## config.mk

```make
export PLATFORM = sky130hd
export DESIGN_NAME = ws_tile_controller
export DESIGN_NICKNAME = d
export VERILOG_FILES = /design/src/rtl/ws_tile_controller.sv
export SDC_FILE = /design/constraint.sdc
export NUM_CORES = 2
export LEC_CHECK = 0
export ABC_CLOCK_PERIOD_IN_PS = 12800
export CAP_MARGIN = 15
export CORE_MARGIN = 2
export CORE_UTILIZATION = 30
export DETAILED_ROUTE_END_ITERATION = 10
export GPL_ROUTABILITY_DRIVEN = 0
export PLACE_DENSITY = 0.46
export SLEW_MARGIN = 10
export SYNTH_ARGS = -nofsm -noshare
export SYNTH_HDL_FRONTEND = slang
export SYNTH_SLANG_ARGS = --single-unit
```

## constraint.sdc

```tcl
create_clock -name clk -period 12.8 [get_ports clk]
set_input_delay 2.56 -clock clk [delete_from_list [all_inputs] [get_ports clk]]
set_output_delay 2.56 -clock clk [all_outputs]
set_load 0.005 [all_outputs]
```

## src/rtl/ws_tile_controller.sv

```systemverilog
// rtl/ws_tile_controller.sv - weight-stationary tile sequencer: weight loads, skewed iact feed, psum drain
module ws_tile_controller #(
    parameter int ARRAY_ROWS = 3,
    parameter int ARRAY_COLS = 3,
    parameter int ADDR_W     = 32,
    parameter int DIM_W      = 8
) (
    input  logic                         clk,
    input  logic                         rst_n,
    input  logic                         start,
    input  logic                         abort,
    input  logic [DIM_W-1:0]             cfg_num_vectors,
    input  logic [DIM_W-1:0]             cfg_num_tiles,
    input  logic [ADDR_W-1:0]            cfg_weight_base,
    input  logic [ADDR_W-1:0]            cfg_iact_base,
    input  logic [ADDR_W-1:0]            cfg_psum_base,
    output logic                         load_weight,
    output logic [ADDR_W-1:0]            weight_addr,
    output logic [ARRAY_COLS-1:0]        load_iact,
    output logic [ARRAY_COLS*ADDR_W-1:0] iact_addr,
    output logic [ARRAY_ROWS-1:0]        psum_valid,
    output logic [ARRAY_ROWS*ADDR_W-1:0] psum_addr,
    output logic                         busy,
    output logic                         done,
    output logic                         cfg_err,
    output logic [DIM_W-1:0]             tile_idx
);
    // Counter holds N + ARRAY_ROWS + ARRAY_COLS with headroom, and also the weight-load index.
    localparam int CNT_W = DIM_W + $clog2(ARRAY_ROWS + ARRAY_COLS + 1) + 1;

    typedef enum logic [1:0] {IDLE, LOAD_WEIGHTS, COMPUTE, DONE} state_t;

    state_t             state_q, state_d;
    logic [CNT_W-1:0]   cnt_q, cnt_d;
    logic [DIM_W-1:0]   tile_idx_q, tile_idx_d;
    logic [DIM_W-1:0]   num_vec_q, num_vec_d;
    logic [DIM_W-1:0]   num_tiles_q, num_tiles_d;
    logic [ADDR_W-1:0]  wbase_q, wbase_d;
    logic [ADDR_W-1:0]  ibase_q, ibase_d;
    logic [ADDR_W-1:0]  pbase_q, pbase_d;
    logic               cfg_err_q, cfg_err_d;
    logic [CNT_W-1:0]   n_ext;
    logic [CNT_W-1:0]   last_c;

    assign n_ext  = CNT_W'(num_vec_q);
    assign last_c = n_ext + CNT_W'(ARRAY_ROWS + ARRAY_COLS - 1);

    always_ff @(posedge clk or negedge rst_n) begin
        if (!rst_n) begin
            state_q     <= IDLE;
            cnt_q       <= '0;
            tile_idx_q  <= '0;
            num_vec_q   <= '0;
            num_tiles_q <= '0;
            wbase_q     <= '0;
            ibase_q     <= '0;
            pbase_q     <= '0;
            cfg_err_q   <= 1'b0;
        end else begin
            state_q     <= state_d;
            cnt_q       <= cnt_d;
            tile_idx_q  <= tile_idx_d;
            num_vec_q   <= num_vec_d;
            num_tiles_q <= num_tiles_d;
            wbase_q     <= wbase_d;
            ibase_q     <= ibase_d;
            pbase_q     <= pbase_d;
            cfg_err_q   <= cfg_err_d;
        end
    end

    always_comb begin
        state_d     = state_q;
        cnt_d       = cnt_q;
        tile_idx_d  = tile_idx_q;
        num_vec_d   = num_vec_q;
        num_tiles_d = num_tiles_q;
        wbase_d     = wbase_q;
        ibase_d     = ibase_q;
        pbase_d     = pbase_q;
        cfg_err_d   = cfg_err_q;
        if (abort) begin
            state_d    = IDLE;
            cnt_d      = '0;
            tile_idx_d = '0;
        end else begin
            case (state_q)
                IDLE, DONE: begin
                    if (start) begin
                        if (cfg_num_vectors != '0 && cfg_num_tiles != '0) begin
                            state_d     = LOAD_WEIGHTS;
                            cnt_d       = '0;
                            tile_idx_d  = '0;
                            cfg_err_d   = 1'b0;
                            num_vec_d   = cfg_num_vectors;
                            num_tiles_d = cfg_num_tiles;
                            wbase_d     = cfg_weight_base;
                            ibase_d     = cfg_iact_base;
                            pbase_d     = cfg_psum_base;
                        end else begin
                            cfg_err_d = 1'b1;
                        end
                    end
                end
                LOAD_WEIGHTS: begin
                    if (cnt_q == CNT_W'(ARRAY_COLS - 1)) begin
                        state_d = COMPUTE;
                        cnt_d   = '0;
                    end else begin
                        cnt_d = cnt_q + 1'b1;
                    end
                end
                COMPUTE: begin
                    if (cnt_q == last_c) begin
                        cnt_d = '0;
                        if (tile_idx_q != num_tiles_q - 1'b1) begin
                            state_d    = LOAD_WEIGHTS;
                            tile_idx_d = tile_idx_q + 1'b1;
                        end else begin
                            state_d = DONE;
                        end
                    end else begin
                        cnt_d = cnt_q + 1'b1;
                    end
                end
                default: state_d = IDLE;
            endcase
        end
    end

    // Addresses are forced to zero while their strobe is low so reset shows all-zero outputs.
    always_comb begin
        load_weight = (state_q == LOAD_WEIGHTS);
        weight_addr = '0;
        load_iact   = '0;
        iact_addr   = '0;
        psum_valid  = '0;
        psum_addr   = '0;
        if (load_weight) begin
            weight_addr = wbase_q + ADDR_W'(tile_idx_q) * ADDR_W'(ARRAY_COLS) + ADDR_W'(cnt_q);
        end
        for (int j = 0; j < ARRAY_COLS; j++) begin
            if (state_q == COMPUTE && cnt_q >= CNT_W'(j) && cnt_q < CNT_W'(j) + n_ext) begin
                load_iact[j] = 1'b1;
                iact_addr[j*ADDR_W +: ADDR_W] = ibase_q + ADDR_W'(j) * ADDR_W'(num_vec_q)
                                              + ADDR_W'(cnt_q - CNT_W'(j));
            end
        end
        // Row i drains once the skewed wavefront has crossed all columns plus i rows.
        for (int i = 0; i < ARRAY_ROWS; i++) begin
            if (state_q == COMPUTE && cnt_q >= CNT_W'(ARRAY_COLS + 1 + i)
                && cnt_q < CNT_W'(ARRAY_COLS + 1 + i) + n_ext) begin
                psum_valid[i] = 1'b1;
                psum_addr[i*ADDR_W +: ADDR_W] = pbase_q
                    + (ADDR_W'(tile_idx_q) * ADDR_W'(ARRAY_ROWS) + ADDR_W'(i)) * ADDR_W'(num_vec_q)
                    + ADDR_W'(cnt_q - CNT_W'(ARRAY_COLS + 1 + i));
            end
        end
    end

    assign busy     = (state_q == LOAD_WEIGHTS) || (state_q == COMPUTE);
    assign done     = (state_q == DONE);
    assign cfg_err  = cfg_err_q;
    assign tile_idx = tile_idx_q;

endmodule
```

-- Word level (Yosys, flattened, before mapping)
Index checks and enable logic that the tools add are counted.
W data, S select, Z words.
- add/subtract/negate cells: 28
- multiply operators: 4
- $lt $le $gt $ge: 12
- eq/ne operators: 11
- mux-type cells: 33
- bitwise operators: 1
- reduce and logical (&&, ||, !) cells: 24
- operator list (operator ; count):
    $mux W32 ; 7
    $add A32 B32 Y32 ; 5
    $add A32 B12 Y32 ; 2
    $add A32 B19 Y32 ; 2
    $lt A12 B9 Y1 ; 5
    $mux W12 ; 5
    $mux W8 ; 5
    $sub A12 B3 Y13 const B ; 3
    $mul A11 B8 Y19 ; 2
    $ge A12 B3 Y1 const B ; 3
    $pmux W12 S3 ; 1
    $add A32 B10 Y32 ; 1
    $add A32 B18 Y32 ; 1
    $add A32 B8 Y32 ; 1
    $add A32 B9 Y32 ; 1
    $add A3 B8 Y9 const A ; 3
    $ge A12 B1 Y1 const B ; 2
    $mul A10 B8 Y18 ; 1
    $pmux W8 S2 ; 1
    $reduce_bool A8 Y1 ; 2
    $logic_and A1 B1 Y1 ; 13
    $sub A12 B1 Y13 const B ; 1
    $sub A12 B2 Y13 const B ; 1
    $add A12 B1 Y12 const B ; 1
    28 further kinds ; 44
- register bits: 135
- bits of input ports: 116
- output and inout bits: 242
- word-level logic and storage cells: 122

-- Logic depth before layout (Yosys ltp)
- depth in word-level cells: 6
- mapped depth: 31
- depth with buffers taken out: 31

-- Least setup slack after synthesis
OpenSTA, ideal clock, no wires.
- path kind: register -> output
- from: register tile_idx_q[1] (netlist: tile_idx[1])
- to: output psum_addr[63]
- arrival: 7.825 ns
- setup slack: 2.415 ns
- stages on the path, launching flop included: 30
- cell sequence: dfrtp_1 ha_1 fa_1 a21o_1 a21oi_1 xnor2_1 inv_2 nor3_4 nand3_2 or3_4 xnor2_1 nand2_1 fa_1 inv_1 fa_1 fa_1 fa_1 inv_1 fa_1 inv_1 ha_1 a21o_1 a21oi_1 nor2b_1 a211o_1 o41ai_4 o32ai_1 a21oi_1 o2111a_1 a21o_1
- word-level cells in the longest chain between the ends: 6
- ends and longest elaborated chain (element ; line ; text):
    start, declared ; 35 ; logic [DIM_W-1:0] tile_idx_q, tile_idx_d;
    start signal, assigned ; 62 ; tile_idx_q <= tile_idx_d;
    $mul A8 B2 Y10 ; 155 ; + (ADDR_W'(tile_idx_q) * ADDR_W'(ARRAY_ROWS) + ADDR_W'(i)) * ADDR_W'(num_vec_q)
    $add A10 B1 Y11 ; 155 ;
    $mul A11 B8 Y19 ; 155 ;
    $add A32 B19 Y32 ; 155 ;
    $add A32 B32 Y32 ; 156 ; + ADDR_W'(cnt_q - CNT_W'(ARRAY_COLS + 1 + i));
    $mux W32 ; 151 ; if (state_q == COMPUTE && cnt_q >= CNT_W'(ARRAY_COLS + 1 + i)
    end, declared ; 22 ; output logic [ARRAY_ROWS*ADDR_W-1:0] psum_addr,
No other way between the ends.

-- Final worst setup path
Ends and elaborated chain as after synthesis.

==> flow_summary.json <==
{
  "layout_setup_ws_ps": 500,
  "core_um2": 96600,
  "final_util_pct": 36.2,
  "post-route-drc-count": 0,
  "max_slew_margin_pct": 31.1,
  "grt_use_total_pct": 21.3,
  "die-width_um": 316,
  "power.switching_mw": 4.23,
  "fin_total_pwr_mw": 7.78,
  "endpoint_kind": "primary output",
  "final_nets": 4596,
  "critPathRequiredTime_ps": 10240,
  "yosysUniqueCellTypes": 78,
  "fin_crit_sh_pct": 96.1,
  "synthFlopType": "dfrtp_1",
  "synth_seq_cells": 135,
  "hold_violations": 0,
  "p_comb_share_pct": 82.4,
  "dp_cells": 5032,
  "synth_fa_ha_area_share_pct": 37.7,
  "start_util_pct": 30.2,
  "clkLatencyLatePin_ps": 490,
  "hp-start": "wbase_q[4]",
  "hold_ws_ps": 508,
  "antenna_found_initial": 4,
  "syn_area_um2": 29200,
  "grt_pass1_vias": 25732,
  "drt_wl_total_um": 106000,
  "rr_endpoint": "tile_idx[7]",
  "stdcell_count": 5063,
  "synth_area_per_cell_um2": 8.44,
  "synth_compound_area_share_pct": 13.0,
  "cts_setup_buffers": 0,
  "yosysWarnings": 0,
  "pwr-share-seq_pct": 10.8,
  "p_per_area_nw_per_um2": 223,
  "period_minus_slack_ps": 12300,
  "ff2ff_setup_slack_ps": 8150,
  "cp_max_fo": 9,
  "num_rows": 114,
  "min_to": "wbase_q[4]",
  "p_leak_nw": 16.4,
  "die-area_um2": 99800,
  "areaGrowthSynthToFinish_pct": 19.7,
  "startpoint_type": "flop",
  "worstMarginPinSlew_ps": 1030,
  "max-cap-violations": 0,
  "io_buffer_count": 357,
  "fillers": 10185,
  "max_freq_ghz": 0.0813,
  "antennaDiodeCount": 0,
  "drt_iter0_drc": 1505,
  "syn-num-nets": 4280,
  "dp_hpwl_um": 86900,
  "cts.sinks": 135,
  "synth.area.mux_share_pct": 4.53,
  "most-common-layout-cells": "513 x inv_1, 415 x ha_1, 356 x clkdlybuf4s50_1",
  "ant_nets": 0,
  "grt_first_pass_wirelength_um": 160000,
  "synth_top_family_by_area": "adder cells",
  "internal_power_mw": 3.55,
  "grt_start_max_net_pins": 61,
  "die_h_um": 316,
  "vias": 25112,
  "final-setup-viol-count": 0,
  "cts_buffers": 17,
  "final_common_cell": "inv_1",
  "synthCells": 3459,
  "cts.clk_slew.worst_paths_ps": 70,
  "drv_slew": 0,
  "clock_path_buffers": 2,
  "layout-drive-gt1-share_pct": 6.28,
  "vias_per_cell": 4.96,
  "synth-xor-area-share_pct": 8.60,
  "first_pass_iters": 5,
  "ios": 358,
  "h-tree-depth": 4,
  "arrival_ps": 9740,
  "hp-class": "reg -> reg",
  "synthArstFlopShare_pct": 100,
  "cts_tree": "yes",
  "synth_edf_count": 0,
  "r2r_start": "num_vec_q[7]",
  "grt_overflow": 0,
  "cts_hold_buf": 0,
  "post-place-ws_ps": 911,
  "synthSimpleGateAreaFrac_pct": 16.4,
  "crit_type": "reg -> out",
  "clockPowerShare_pct": 6.8,
  "ir_worst_vdd_v": 0.000161,
  "cts-root-buf": "clkbuf_16",
  "rsz0062_at_grt": "true",
  "status": "finished, final reports clean",
  "wl_per_cell_um": 20.9,
  "r2r.worst_path.cells": 13,
  "min_path_cells": 1,
  "p_sw_share_pct": 54.4,
  "yosysSeqAreaShare_pct": 11.6,
  "clock_skew_ps": 10.6
}
-- cell families after synthesis --
kind of cell,after synthesis
AO/OA/AOI/OAI,581
XOR/XNOR,285
adder cells (fa/ha/maj),705
buffers and inverters,631
flip-flops,135
multiplexers,118
AND/OR/NAND/NOR,1004
-- cells in the mapped netlist, types with 97 or more instances --
| cell | number | share of area [%] |
|---|---|---|
| inv_1 | 513 | 6.6 |
| ha_1 | 415 | 18 |
| and2_1 | 118 | 2.5 |
| xor2_1 | 108 | 3.2 |
| dfrtp_1 | 135 | 12 |
| xnor2_1 | 175 | 5.3 |
| fa_1 | 290 | 20 |
| nand2_1 | 237 | 3.0 |
| nor2_1 | 316 | 4.1 |
| o21ai_0 | 102 | 1.7 |
| mux2_2 | 114 | 4.4 |
| a21oi_1 | 167 | 2.9 |
| a21o_1 | 97 | 2.5 |
-- power by group through the flow --
stage	Clock (mW)	Combinational, mW	Sequential (mW)
after global routing	0.568	7.22	0.864
after CTS	0.554	6.46	0.841
final	0.525	6.41	0.840
after floorplan	0	4.76	0.705
after detailed placement	0	6.40	0.848
after global placement	0	6.45	0.847
-- worst max-delay path, stage by stage, from the launching register on --
cell,delay (ps)
dfrtp_1,470
ha_1,320
fa_1,420
a21o_1,190
a21oi_1,210
xnor2_1,410
inv_2,290
nor3_4,380
nand3_2,230
xnor2_1,590
nand2_1,160
fa_1,480
fa_1,530
fa_1,440
fa_1,550
inv_1,70
fa_1,490
ha_1,350
or2_2,300
a21o_1,180
o41a_1,120
a211o_1,320
o41ai_4,370
o32ai_2,240
a21oi_1,320
o2111a_1,240
a21o_1,80
clkdlybuf4s50_1,490
-- area by class of cell --
class,count,area [um2],share of cell area [%]
multi-input combinational,2693,23500,67.2
timing repair buffer,408,3960,11.3
tap,1276,1600,4.57
clock buffer,19,453,1.30
clock inverter,12,116,0.333
inverter,520,1950,5.59
sequential,135,3380,9.68
-- metal layers --
layer	wire length (um)	GRT usage [%]
met3	5010	3.46
met5	37	0
met4	2470	5.76
met1	45900	26.9
met2	52500	37.3
-- how the worst max path moves through the flow --
stage | cells after the start | endpoint | from
floorplan | 29 | psum_addr[63] | tile_idx[1]
global placement | 30 | psum_addr[63] | tile_idx[1]
detailed placement | 30 | psum_addr[63] | tile_idx[1]
CTS | 30 | psum_addr[63] | tile_idx[1]
global route | 27 | psum_addr[63] | tile_idx[1]
finish | 27 | psum_addr[63] | tile_idx[1]
-- repair_timing --
item | CTS | global route
gates resized for setup | 0 | 4
hold endpoints to repair | 0 | 0
setup endpoints to repair | 0 | 5
-- flip-flops by register name, indices dropped and copies added (netlist names) --
name,flops
cfg_err,1
cnt_q,12
ibase_q,32
num_tiles_q,8
num_vec_q,8
pbase_q,32
state_q,2
tile_idx,8
wbase_q,32
-- per-stage QoR --
step | cell area [um2] | setup TNS [ps]
after floorplan | 29200 | 0
after global placement | 34300 | 0
after detailed placement | 34300 | 0
after CTS | 34900 | 0
after global routing | 34900 | -36.2
final | 34900 | 0
No activity file was read; power rests on OpenSTA's default activity.
